<file path="src/rtl/code_word_assembler_pkg.sv">
// ============================================================================
// Module : code_word_assembler_pkg
// Brief  : Shared state encoding and word constants for the code word assembler.
// Rev    : 1.0
// ============================================================================
`default_nettype none

package code_word_assembler_pkg;

    localparam int WORD_W = 4;
    localparam logic [WORD_W-1:0] BCD_MAX = 4'd9;

    localparam logic [1:0] ST_IDLE  = 2'd0;
    localparam logic [1:0] ST_SHIFT = 2'd1;
    localparam logic [1:0] ST_HOLD  = 2'd2;

    function automatic logic word_rejected(input logic [WORD_W-1:0] word,
                                           input logic              bcd_en);
        return bcd_en && (word > BCD_MAX);
    endfunction

endpackage

`default_nettype wire

</file>
<file path="src/rtl/code_word_assembler_gap_timer.sv">
// ============================================================================
// Module : code_word_assembler_gap_timer
// Brief  : Idle-cycle counter; o_expire flags the edge on which it reaches TIMEOUT.
// Rev    : 1.0
// ============================================================================
`default_nettype none

module code_word_assembler_gap_timer #(
    parameter int TIMEOUT = 15,
    parameter int CNT_W   = 4
) (
    input  logic clk,
    input  logic rst,
    input  logic i_clr,
    input  logic i_en,
    output logic o_expire
);

    localparam logic [CNT_W-1:0] c_LAST = CNT_W'(TIMEOUT - 1);

    logic [CNT_W-1:0] r_count;

    // Expire on the edge that would make the count equal TIMEOUT.
    assign o_expire = i_en && (r_count == c_LAST);

    always_ff @(posedge clk) begin
        if (rst || i_clr) begin
            r_count <= '0;
        end else if (i_en) begin
            r_count <= r_count + CNT_W'(1);
        end
    end

endmodule

`default_nettype wire

</file>
<file path="src/rtl/code_word_assembler.sv">
// ============================================================================
// Module : code_word_assembler
// Brief  : Serial MSB-first 4-bit word assembler with gap timeout and BCD reject.
// Rev    : 1.0
// ============================================================================
`default_nettype none

module code_word_assembler
    import code_word_assembler_pkg::*;
#(
    parameter int TIMEOUT   = 15,
    parameter int BCD_CHECK = 1
) (
    input  logic       clk,
    input  logic       rst,
    input  logic       bit_in,
    input  logic       bit_valid,
    output logic       bit_ready,
    output logic       A1,
    output logic       B1,
    output logic       C1,
    output logic       D1,
    output logic       word_valid,
    input  logic       word_ready,
    output logic       err,
    output logic [7:0] word_cnt
);

    localparam int   c_GAP_W  = (TIMEOUT < 2) ? 1 : $clog2(TIMEOUT + 1);
    localparam logic c_BCD_EN = (BCD_CHECK != 0);

    logic [1:0]        r_state;
    logic [WORD_W-1:0] r_shift;
    logic [WORD_W-1:0] r_word;
    logic [2:0]        r_bitcnt;
    logic              r_valid;
    logic              r_err;
    logic [7:0]        r_cnt;

    logic              w_accept;
    logic              w_last_bit;
    logic              w_expire;
    logic              w_gap_clr;
    logic              w_gap_en;
    logic [WORD_W-1:0] w_next_word;

    assign bit_ready   = (r_state != ST_HOLD);
    assign w_accept    = bit_valid && bit_ready;
    assign w_next_word = {r_shift[WORD_W-2:0], bit_in};
    assign w_last_bit  = (r_bitcnt == 3'(WORD_W - 1));

    assign w_gap_en    = (r_state == ST_SHIFT) && !w_accept;
    assign w_gap_clr   = (r_state != ST_SHIFT) || w_accept;

    code_word_assembler_gap_timer #(
        .TIMEOUT (TIMEOUT),
        .CNT_W   (c_GAP_W)
    ) u_gap_timer (
        .clk      (clk),
        .rst      (rst),
        .i_clr    (w_gap_clr),
        .i_en     (w_gap_en),
        .o_expire (w_expire)
    );

    // Bits enter at the LSB; after four shifts the first bit sits in the MSB (A1).
    always_ff @(posedge clk) begin
        if (rst) begin
            r_state  <= ST_IDLE;
            r_shift  <= '0;
            r_word   <= '0;
            r_bitcnt <= '0;
            r_valid  <= 1'b0;
            r_err    <= 1'b0;
            r_cnt    <= '0;
        end else begin
            r_err <= 1'b0;
            case (r_state)
                ST_IDLE: begin
                    if (w_accept) begin
                        r_shift  <= {{(WORD_W-1){1'b0}}, bit_in};
                        r_bitcnt <= 3'd1;
                        r_state  <= ST_SHIFT;
                    end
                end
                ST_SHIFT: begin
                    if (w_accept) begin
                        r_shift <= w_next_word;
                        if (w_last_bit) begin
                            r_bitcnt <= '0;
                            if (word_rejected(w_next_word, c_BCD_EN)) begin
                                r_err   <= 1'b1;
                                r_state <= ST_IDLE;
                            end else begin
                                r_word  <= w_next_word;
                                r_valid <= 1'b1;
                                r_state <= ST_HOLD;
                            end
                        end else begin
                            r_bitcnt <= r_bitcnt + 3'd1;
                        end
                    end else if (w_expire) begin
                        r_shift  <= '0;
                        r_bitcnt <= '0;
                        r_err    <= 1'b1;
                        r_state  <= ST_IDLE;
                    end
                end
                ST_HOLD: begin
                    if (r_valid && word_ready) begin
                        r_cnt   <= r_cnt + 8'd1;
                        r_valid <= 1'b0;
                        r_state <= ST_IDLE;
                    end
                end
                default: begin
                    r_state <= ST_IDLE;
                end
            endcase
        end
    end

    assign {A1, B1, C1, D1} = r_word;
    assign word_valid       = r_valid;
    assign err              = r_err;
    assign word_cnt         = r_cnt;

endmodule

`default_nettype wire

</file>
<file path="config.mk">
export PLATFORM = sky130hd
export DESIGN_NAME = code_word_assembler
export DESIGN_NICKNAME = d
export VERILOG_FILES = /design/src/rtl/code_word_assembler_pkg.sv /design/src/rtl/code_word_assembler_gap_timer.sv /design/src/rtl/code_word_assembler.sv
export SDC_FILE = /design/constraint.sdc
export NUM_CORES = 1
export LEC_CHECK = 0
export ABC_AREA = 0
export BUFFER_PORTS_ARGS = -buffer_cell sky130_fd_sc_hd__buf_2
export CORE_ASPECT_RATIO = 1.4
export CORE_MARGIN = 10
export CORE_UTILIZATION = 35
export CTS_BUF_LIST = sky130_fd_sc_hd__clkbuf_4 sky130_fd_sc_hd__clkbuf_8 sky130_fd_sc_hd__clkbuf_16
export DETAILED_ROUTE_END_ITERATION = 16
export PLACE_DENSITY = 0.63
export REMOVE_ABC_BUFFERS = 1
export SETUP_SLACK_MARGIN = 0.2
export SYNTH_ARGS = -nofsm -noshare
export SYNTH_HDL_FRONTEND = slang
export SYNTH_SLANG_ARGS = --single-unit
</file>
<file path="constraint.sdc">
create_clock -name clk -period 1.4 [get_ports clk]
set_input_delay 0.14 -clock clk [delete_from_list [all_inputs] [get_ports clk]]
set_output_delay 0.14 -clock clk [all_outputs]
set_load 0.02 [all_outputs]
</file>
Word level (Yosys, flattened, before mapping)
Cells that the tools add are included.
{"block": "word_totals", "reg_bits": 26, "inputBits": 5, "out_inout_bits": 15, "word_cells": 68}
{"block": "op_classes", "n_addsub": 3, "magnitude_cmp": 1, "n_eq_ne": 13, "n_mux": 25, "bitwise_logic": 2, "n_reduce_logical": 16}
{"operator": "3-bit 2-to-1 mux", "count": 7}
{"operator": "2-bit 2-to-1 mux", "count": 6}
{"operator": "2-bit inequality test (second input constant)", "count": 6}
{"operator": "3-bit one-hot mux with 2 select lines", "count": 2}
{"operator": "8-bit by 1-bit adder with 8-bit output (second input constant)", "count": 1}
{"operator": "1-bit 2-to-1 mux", "count": 8}
{"operator": "4-bit AND reduction", "count": 2}
{"operator": "2-bit one-hot mux with 3 select lines", "count": 1}
{"operator": "5-bit AND reduction", "count": 1}
{"operator": "4-bit by 1-bit adder with 4-bit output (second input constant)", "count": 1}
{"operator": "4-bit equality test (second input constant)", "count": 1}
{"operator": "4-bit > comparator (second input constant)", "count": 1}
{"operator": "1-bit logical AND", "count": 4}
{"operator": "2-bit nonzero test", "count": 2}
{"operator": "3-bit by 1-bit adder with 3-bit output (second input constant)", "count": 1}
{"operator": "3-bit by 2-bit equality test with 1-bit output (second input constant)", "count": 1}
{"operator": "3-bit by 2-bit inequality test with 1-bit output (second input constant)", "count": 1}
{"operator": "3-bit inequality test (second input constant)", "count": 1}
{"operator": "3-bit AND reduction", "count": 1}
{"operator": "2-bit by 1-bit equality test with 1-bit output (second input constant)", "count": 1}
{"operator": "2-bit equality test (second input constant)", "count": 1}
{"operator": "2-bit zero test", "count": 1}
{"operator": "1-bit logical OR", "count": 2}
{"operator": "2-bit by 1-bit inequality test with 1-bit output (second input constant)", "count": 1}
{"operator": "other kinds (5)", "count": 6}

Logic depth before layout (Yosys ltp)
Gate-level depths: netlist of the first run.
{"block": "logic_depth", "ltp_word": 8, "depth_mapped": 5, "mapped_depth_nobuf": 5}

Cells and area by module
Synthesis of the first run repeated with hierarchy kept, for this count alone.
{"block": "hier_totals", "cells_unflattened": 133, "area_unflattened_um2": 1227.4}
{"mod": "code_word_assembler", "instances": 1, "cells_each": 114, "area_each_um2": 1027.2, "seq_area_each_um2": 440.4}
{"mod": "code_word_assembler_gap_timer", "instances": 1, "cells_each": 19, "area_each_um2": 200.2, "seq_area_each_um2": 80.1}

Least setup slack after synthesis of the first run
Ideal clock, no wire load.
{"block": "synth_path", "path_kind": "reg-to-reg", "from": "reg r_cnt[0] (netlist: word_cnt[0])", "to": "reg r_cnt[6] (netlist: word_cnt[6])", "setup_ns": 0.070, "arrival_ns": 1.317, "required_ns": 1.330, "path_slack_ns": 0.012, "stages_incl_launch_ff": 5, "n_path_buf": 0, "synth_period_minus_slack_ns": 1.388, "path_cell_list": "dfxtp_1 -> ha_1 -> nand2_1 -> or4_1 -> a21oi_1"}
{"block": "synth_between", "elab_chain_len": 1}
{"element": "from (decl)", "line_no": "code_word_assembler.sv:38", "source": "logic [7:0] r_cnt;"}
{"element": "from (signal assigned)", "line_no": "code_word_assembler.sv:111", "source": "r_cnt <= r_cnt + 8'd1;"}
{"element": "8-bit by 1-bit adder with 8-bit output", "line_no": "code_word_assembler.sv:111"}
No other way between the ends.
A chain may end at the register's enable or synchronous reset.

Worst setup path in the final report of the first run
{"block": "layout_path", "from": "reg r_cnt[0] (netlist: word_cnt[0])", "to": "reg r_cnt[7] (netlist: word_cnt[7])"}
The elaborated chain is that of the path after synthesis.

==> results.md, run 1 <==
* DRC at 0
* Relative slew slack at 0.801
* Die W at between 60 and 70 um
* Delay-heaviest family, CP: simple AND/OR/NAND/NOR gates
* CTS root buffer: clkbuf_8
* Vias in the first global route at roughly 1200
* Share of the synthesized area in the top cell type at 0.446
* Synth cell types at 35
* Post-layout util at 0.525
* Largest net degree at the start of global routing at 15
* Clock skew at approximately 2.8 ps
* Gr usage total at 0.102
* Delay of the slowest critical-path stage at around 550 ps
* First-pass GRT wire length at between 5000 and 6000 um
* Setup TNS at 0 ps
* MaxCap Viol Count at 0
* P_leak at 0.652 nW
* Minimum clock period at 1310 ps
* Fmax at about 760 MHz
* Starting DRT DRC Count at 49
* Routed len/inst at about 15 um
* Clock Pin Slew Worst Setup and Hold Paths at 90 ps
* Ranking of synthesized cells by area: dfxtp_1 (45%), ha_1 (4.3%), a21oi_1 (3.9%)
* Syn. warnings at 0
* N_diodes at 0
* Flops & latches, synth at 26
* Core area at between 3000 and 4000 um2
* WP data required at about 1600 ps
* Drt pass-1 iters at 4
* Mapped Cells at 130
* DP Area at around 1300 um2
* Status: completed
* Std cell rows at 24
* Antenna violations before repair at 0
* Register area share after synthesis at 0.446
* Overall Power at between 1 and 1.5 mW
* HPWL after DPL at approximately 2000 um
* Clk Latency, worst-skew pair at ~260 ps
* Final nets at ~180
* Startpoint types: flop
* Fraction of layout instances using a drive strength above 1 at 0.473
* H-tree depth at 1
* Vias/cell at 5.25
* Port Buf Inserts at 19
* Slew Limit Fails at 0
* Crit. End Element: flop
* Gr ovfl total at 0
* Setup CP Type: flop to flop
* Fin area at between 1500 and 2000 um2
* Max VDD drop at around 0.46 mV
* CP arrival at 1520 ps
* Final wirelength at around 3000 um
* Area delta synth->final at 42.1%
* Fill cell count at just over 300
* RD Place Congestion at approximately 0.75
* Final worst slack at 86.6 ps
* PwrDens at roughly 820 nW/um2
* Worst slack, placed at approximately 22 ps
* Clock sink total at 26
* ANT nets after route at 0
* Total CTS buffers at 3
* Initial Util at 0.370
* Critical path's slowest cell: or4_4
* Critical Path Fanout Max at 4
* Top-Level Pins at 20
* Worst Hold Class: input pin to flop
* TritonCTS clock tree: done
* Synth area leader: dfxtp_1
* Die area at approximately 6000 um2
* Final-report setup violation count at 0
* Post-Syn Area at 1170 um2
* Period utilization at 0.938
* Final Hold Fails at 0
* Vias at between 1000 and 1500
* RSZ-0062 raised after global routing: yes
* Syn_area_per_cell at ~9.0 um2
* Worst-margin pin slew at 294 ps
* Largest buffer count on any clock path at 2
* Die Height at 88.3 um
* Worst-path cell chain: buf_6 > nand4_1 > or4_4 > a21oi_2
* Critical path buffer and inverter count at 1
==> per-stage QoR <==
| stage | instances | hold WS [ps] |
|---|---|---|
| after floorplan | 124 | 209 |
| after global placement | 192 | 406 |
| after detailed placement | 192 | 397 |
| after CTS | 204 | 121 |
| after global routing | 208 | 133 |
| final | 208 | 125 |
==> synthesized netlist by cell type <==
cell type / number
buf_4: 2
nand2b_1: 4
and3b_1: 1
or4_1: 3
o21bai_1: 1
dfxtp_1: 26
and3_1: 1
o22ai_1: 2
clkbuf_1: 2
xnor2_1: 1
o21ai_0: 9
a31o_2: 1
xor2_1: 2
or3_1: 4
nor2_1: 9
nand4_1: 3
buf_6: 1
a311oi_1: 1
clkbuf_2: 1
o31ai_1: 3
a21oi_1: 9
clkinv_1: 1
o311a_1: 1
mux2i_1: 4
nand2_1: 11
nand3_1: 7
ha_1: 4
a22oi_1: 1
inv_1: 7
o21a_1: 1
a41oi_1: 1
nand4b_4: 1
nor4b_1: 1
a211oi_1: 2
nor2b_1: 2
==> state kept, by name, summed over array words and instances, names as in the netlist <==
register,cells
r_state,2
err,1
u_gap_timer.r_count,4
r_bitcnt,3
r_shift,3
word_cnt,8
word_valid,1
r_word,4
==> report_power, final <==
| part | total [mW] | switching, mW | internal [mW] |
|---|---|---|---|
| sequential | 0.759 | 0.00960 | 0.750 |
| combinational | 0.118 | 0.0651 | 0.0527 |
| clock | 0.478 | 0.227 | 0.251 |
| total | 1.35 | 0.301 | 1.05 |
==> layout make-up <==
cell class | instances | area [um2] | area share
multi-input cells | 90 | 714 | 0.431
clock buffers | 4 | 55.1 | 0.0332
repair buffers | 41 | 272 | 0.164
inverters | 8 | 30.0 | 0.0181
flip-flops and latches | 26 | 537 | 0.324
well taps | 39 | 48.8 | 0.0295
==> worst reg2reg max path, cell delays in order, from the launching register on <==
cell     delay, ps
dfxtp_2        360
buf_6          110
nand4_1        110
or4_4          550
a21oi_2        120
==> final timing paths <==
| path | from | end | slack [ps] | cells after the start |
|---|---|---|---|---|
| worst max register to register | word_cnt[0] | word_cnt[7] | 90 | 4 |
| worst min register to register | r_word[3] | r_word[3] | 470 | 2 |
| worst min-delay path | bit_in | r_word[0] | 120 | 2 |
| worst max-delay path | word_cnt[0] | word_cnt[7] | 90 | 4 |
==> layer usage <==
metal / up-vias / GRT usage / part of all wire
met2: 25 / 0.183 / 0.52
li1: 540 / - / -
met1: 523 / 0.104 / 0.41
met4: 0 / 0.0486 / 0.014
met3: 4 / 0.0278 / 0.060
met5: - / 0 / 0
==> layout by cell type, fill, tap and decap left out, types with 4 or more instances in the layout <==
master	instances
a21oi_1	8
buf_2	19
buf_4	19
clkbuf_8	4
dfxtp_1	15
dfxtp_2	10
inv_1	6
mux2i_1	4
nand2_1	8
nand3_1	6
nor2_1	5
o21ai_0	6
==> logic make-up (layout without fill, tap and decap cells) <==
kind of cell	Yosys count	in the layout	synth area share
flip-flops	26	26	0.446
XOR/XNOR	3	3	0.0225
AO/OA/AOI/OAI	32	32	0.171
buffers and inverters	14	53	0.0590
AND/OR/NAND/NOR	47	47	0.224
adder cells (fa/ha/maj)	4	4	0.0429
multiplexers	4	4	0.0343
==> timing repair <==
item                       4_1_cts  5_1_grt
buffers inserted                 8        4
hold buffers                     0        0
resized for setup               27       22
setup endpoints to repair       24       23
pin swaps                       10       10
Note: power is estimated with default switching activity, not from simulation.
==> run 2, diff against run 1 <==
- ABC_AREA: 0 -> 1
==> run 2 against run 1 <==
Design area shrank 1.6%. Power decreased by 0.80%. Highest routed layer unchanged. Non-clock buffer count down 10. Area after synthesis rose by 3.8%. Worst hold slack improved by 28 ps. Clock skew decreased by 1.0 ps. Clock power up 0.8%.
==> results.md, run 2 <==
* Synth area leader: dfxtp_1
* Die Height at 89.6 um
* Syn. warnings at 0
* Vias in the first global route at 1051
* TritonCTS clock tree: done
* Ranking of synthesized cells by area: dfxtp_1 (43%), nand2_1 (11%), nor2_1 (6.2%)
* Clock skew at roughly 1.8 ps
* Overall Power at about 1.3 mW
* R2r startpoint: u_gap_timer.r_count[0]
* HPWL after DPL at between 1500 and 2000 um
* Top-Level Pins at 20
* Vias/cell at around 4.7
* Fraction of layout instances using a drive strength above 1 at 0.392
* Core area at 3350 um2
* Die W at 69.7 um
* Setup TNS at 0 ps
* Startpoint types: flop
* Register area share after synthesis at 0.430
* Share of the synthesized area in the top cell type at 0.430
* Slew Limit Fails at 0
* DRC at 0
* Antenna violations before repair at 0
* Final-report setup violation count at 0
* Fill cell count at 320
* Relative slew slack at 0.740
* Minimum clock period at between 1000 and 1500 ps
* Worst Hold Class: input pin to flop
* ANT nets after route at 0
* Fraction of registers with async set or reset after synthesis at 0
* Mapped Cells at about 160
* Max reg flops at 8
* Worst hold margin at roughly 150 ps
* Most common flop cell mapped by yosys: dfxtp_1
* Storage element area at 536 um2
* N_diodes at 0
* MaxCap Viol Count at 0
* Cells on worst reg2reg path at 8
* Setup CP Type: flop to flop
* Initial Util at 0.361
* HP Start: bit_in
* RSZ-0062 raised after global routing: yes
* Area delta synth->final at 34.7%
* CTS root buffer: clkbuf_8
* Largest buffer count on any clock path at 2
* Post-Syn Area at roughly 1200 um2
* Gr ovfl total at 0
* Die area at between 6000 and 7000 um2
* R2R Setup Slk at ~220 ps
* Port Buf Inserts at 19
* Fmax at about 850 MHz
* Crit. End Element: flop
* Crit path capture: r_state[0]
* Clk Latency, worst-skew pair at approximately 270 ps
* CP startpoint: u_gap_timer.r_count[0]
* Clock power share at 0.358
* Max VDD drop at ~0.49 mV
* Std cell rows at 25
* Period utilization at 0.842
* Comb power frac at 0.075
* Synth cell types at 24
* Syn_area_per_cell at between 7 and 8 um2
* Most frequent cells in the layout: nand2_1 (31), dfxtp_1 (18), buf_2 (18), nor2_1 (17), inv_1 (16)
* Largest net degree at the start of global routing at 15
* Area occupied by multi-input gates at between 700 and 800 um2
* Clock sink total at 26
* Final nets at 204
* WP data required at between 1500 and 2000 ps
* Gr usage total at 0.0843
* H-tree depth at 1
* Worst-margin pin slew at ~390 ps
* Final Hold Fails at 0
* Status: completed
* CP arrival at about 1400 ps
* PwrDens at about 820 nW/um2
* Switching Share at 0.226
* Vias at 1093
* Critical Path Fanout Max at 7
* First-pass GRT wire length at 4410 um
* Most common cell after layout, fill and taps aside: nand2_1
* Reg-to-reg critical path endpoint: r_state[0]
* Sequential Power Share at 0.567
* Clock Pin Slew Worst Setup and Hold Paths at around 90 ps
* Starting DRT DRC Count at 25
* Top cells by count, synth: nand2_1 (36), dfxtp_1 (26), nor2_1 (20)
* RD Place Congestion at just under 0.8
* Sw power at ~0.3 mW
* Total CTS buffers at 3
* Final wirelength at roughly 2700 um
* Drt pass-1 iters at 4
* Routed len/inst at ~12 um
* EDFF count, synth at 0
* Most frequent cell after synthesis: nand2_1
* Flops & latches, synth at 26
* P_leak at roughly 0.71 nW
* P_int at between 1 and 1.5 mW
==> run 2: cell count changes after synthesis, sizes merged, moves of 3 or more <==
cell | before | now
nand2b | 4 | 0
nor2 | 9 | 24
inv | 7 | 20
or3 | 4 | 0
or4 | 3 | 0
a21oi | 9 | 13
nand2 | 11 | 40
o31ai | 3 | 0
nand3 | 7 | 11
buf | 3 | 0
mux2i | 4 | 0
==> run 2: power by group through the flow <==
stage                     Clock (mW)  Sequential [mW]  Combinational, mW
after floorplan                    0            0.774             0.0493
after global placement             0            0.776             0.0757
after detailed placement           0            0.777             0.0756
after CTS                      0.501            0.760             0.0817
after global routing           0.530            0.764              0.114
final                          0.482            0.762              0.100
==> run 2: area by class of cell <==
type	count	area share
Clock buffer	4	0.0338
Timing Repair Buffer	31	0.117
Tap cell	40	0.0307
Inverter	21	0.0560
Sequential cell	26	0.328
Multi-Input combinational cell	112	0.434
==> run 2: repair_timing <==
| action | 4_1_cts | 5_1_grt |
|---|---|---|
| setup buffers | 2 | 9 |
| pin swaps | 5 | 9 |
| hold buffers | 0 | 0 |
| endpoints found under the setup margin | 16 | 17 |
| resized for setup | 16 | 27 |
==> run 2: worst min path at each step <==
stage,endpoint,slack (ps),cells past startpoint
final,r_word[0],150,3
after global placement,r_word[0],440,3
after CTS,r_word[0],140,3
after global routing,r_word[0],140,3
after detailed placement,r_word[0],440,3
after floorplan,r_word[0],200,1
==> run 2: cell families after synthesis <==
logic type / count (synthesis) / share of synthesized area
buf+inv: 23 / 0.0724
simple gates: 83 / 0.321
compound gates: 23 / 0.121
fa+ha+maj: 4 / 0.0414
flops: 26 / 0.430
xor+xnor: 2 / 0.0145
==> run 2: worst max-delay path, cell delays in order, from the launching register on <==
cell     delay, ps
dfxtp_2        330
inv_2           60
ha_4           130
nand3_4         80
o21ai_4        200
nand2_4        110
nand2_2         60
nand2_1         50
nor2_1          90
==> run 2: through the flow <==
stage / setup slack (ps) / cells / cell area, um2 / utilization
4_1_cts: 178 / 225 / 1480 / 0.442
6_report: 222 / 234 / 1630 / 0.487
3_3_place_gp: 120 / 219 / 1360 / 0.405
3_5_place_dp: 112 / 219 / 1360 / 0.405
5_1_grt: 132 / 234 / 1630 / 0.487
2_1_floorplan: 186 / 159 / 1200 / -
==> run 2: metal layers <==
layer	vias up	wire length, um	global-route usage
li1	581	-	-
met1	493	1240	0.0888
met2	15	1390	0.154
met3	4	77	0.0233
met4	0	38	0.0378
met5	-	0	0
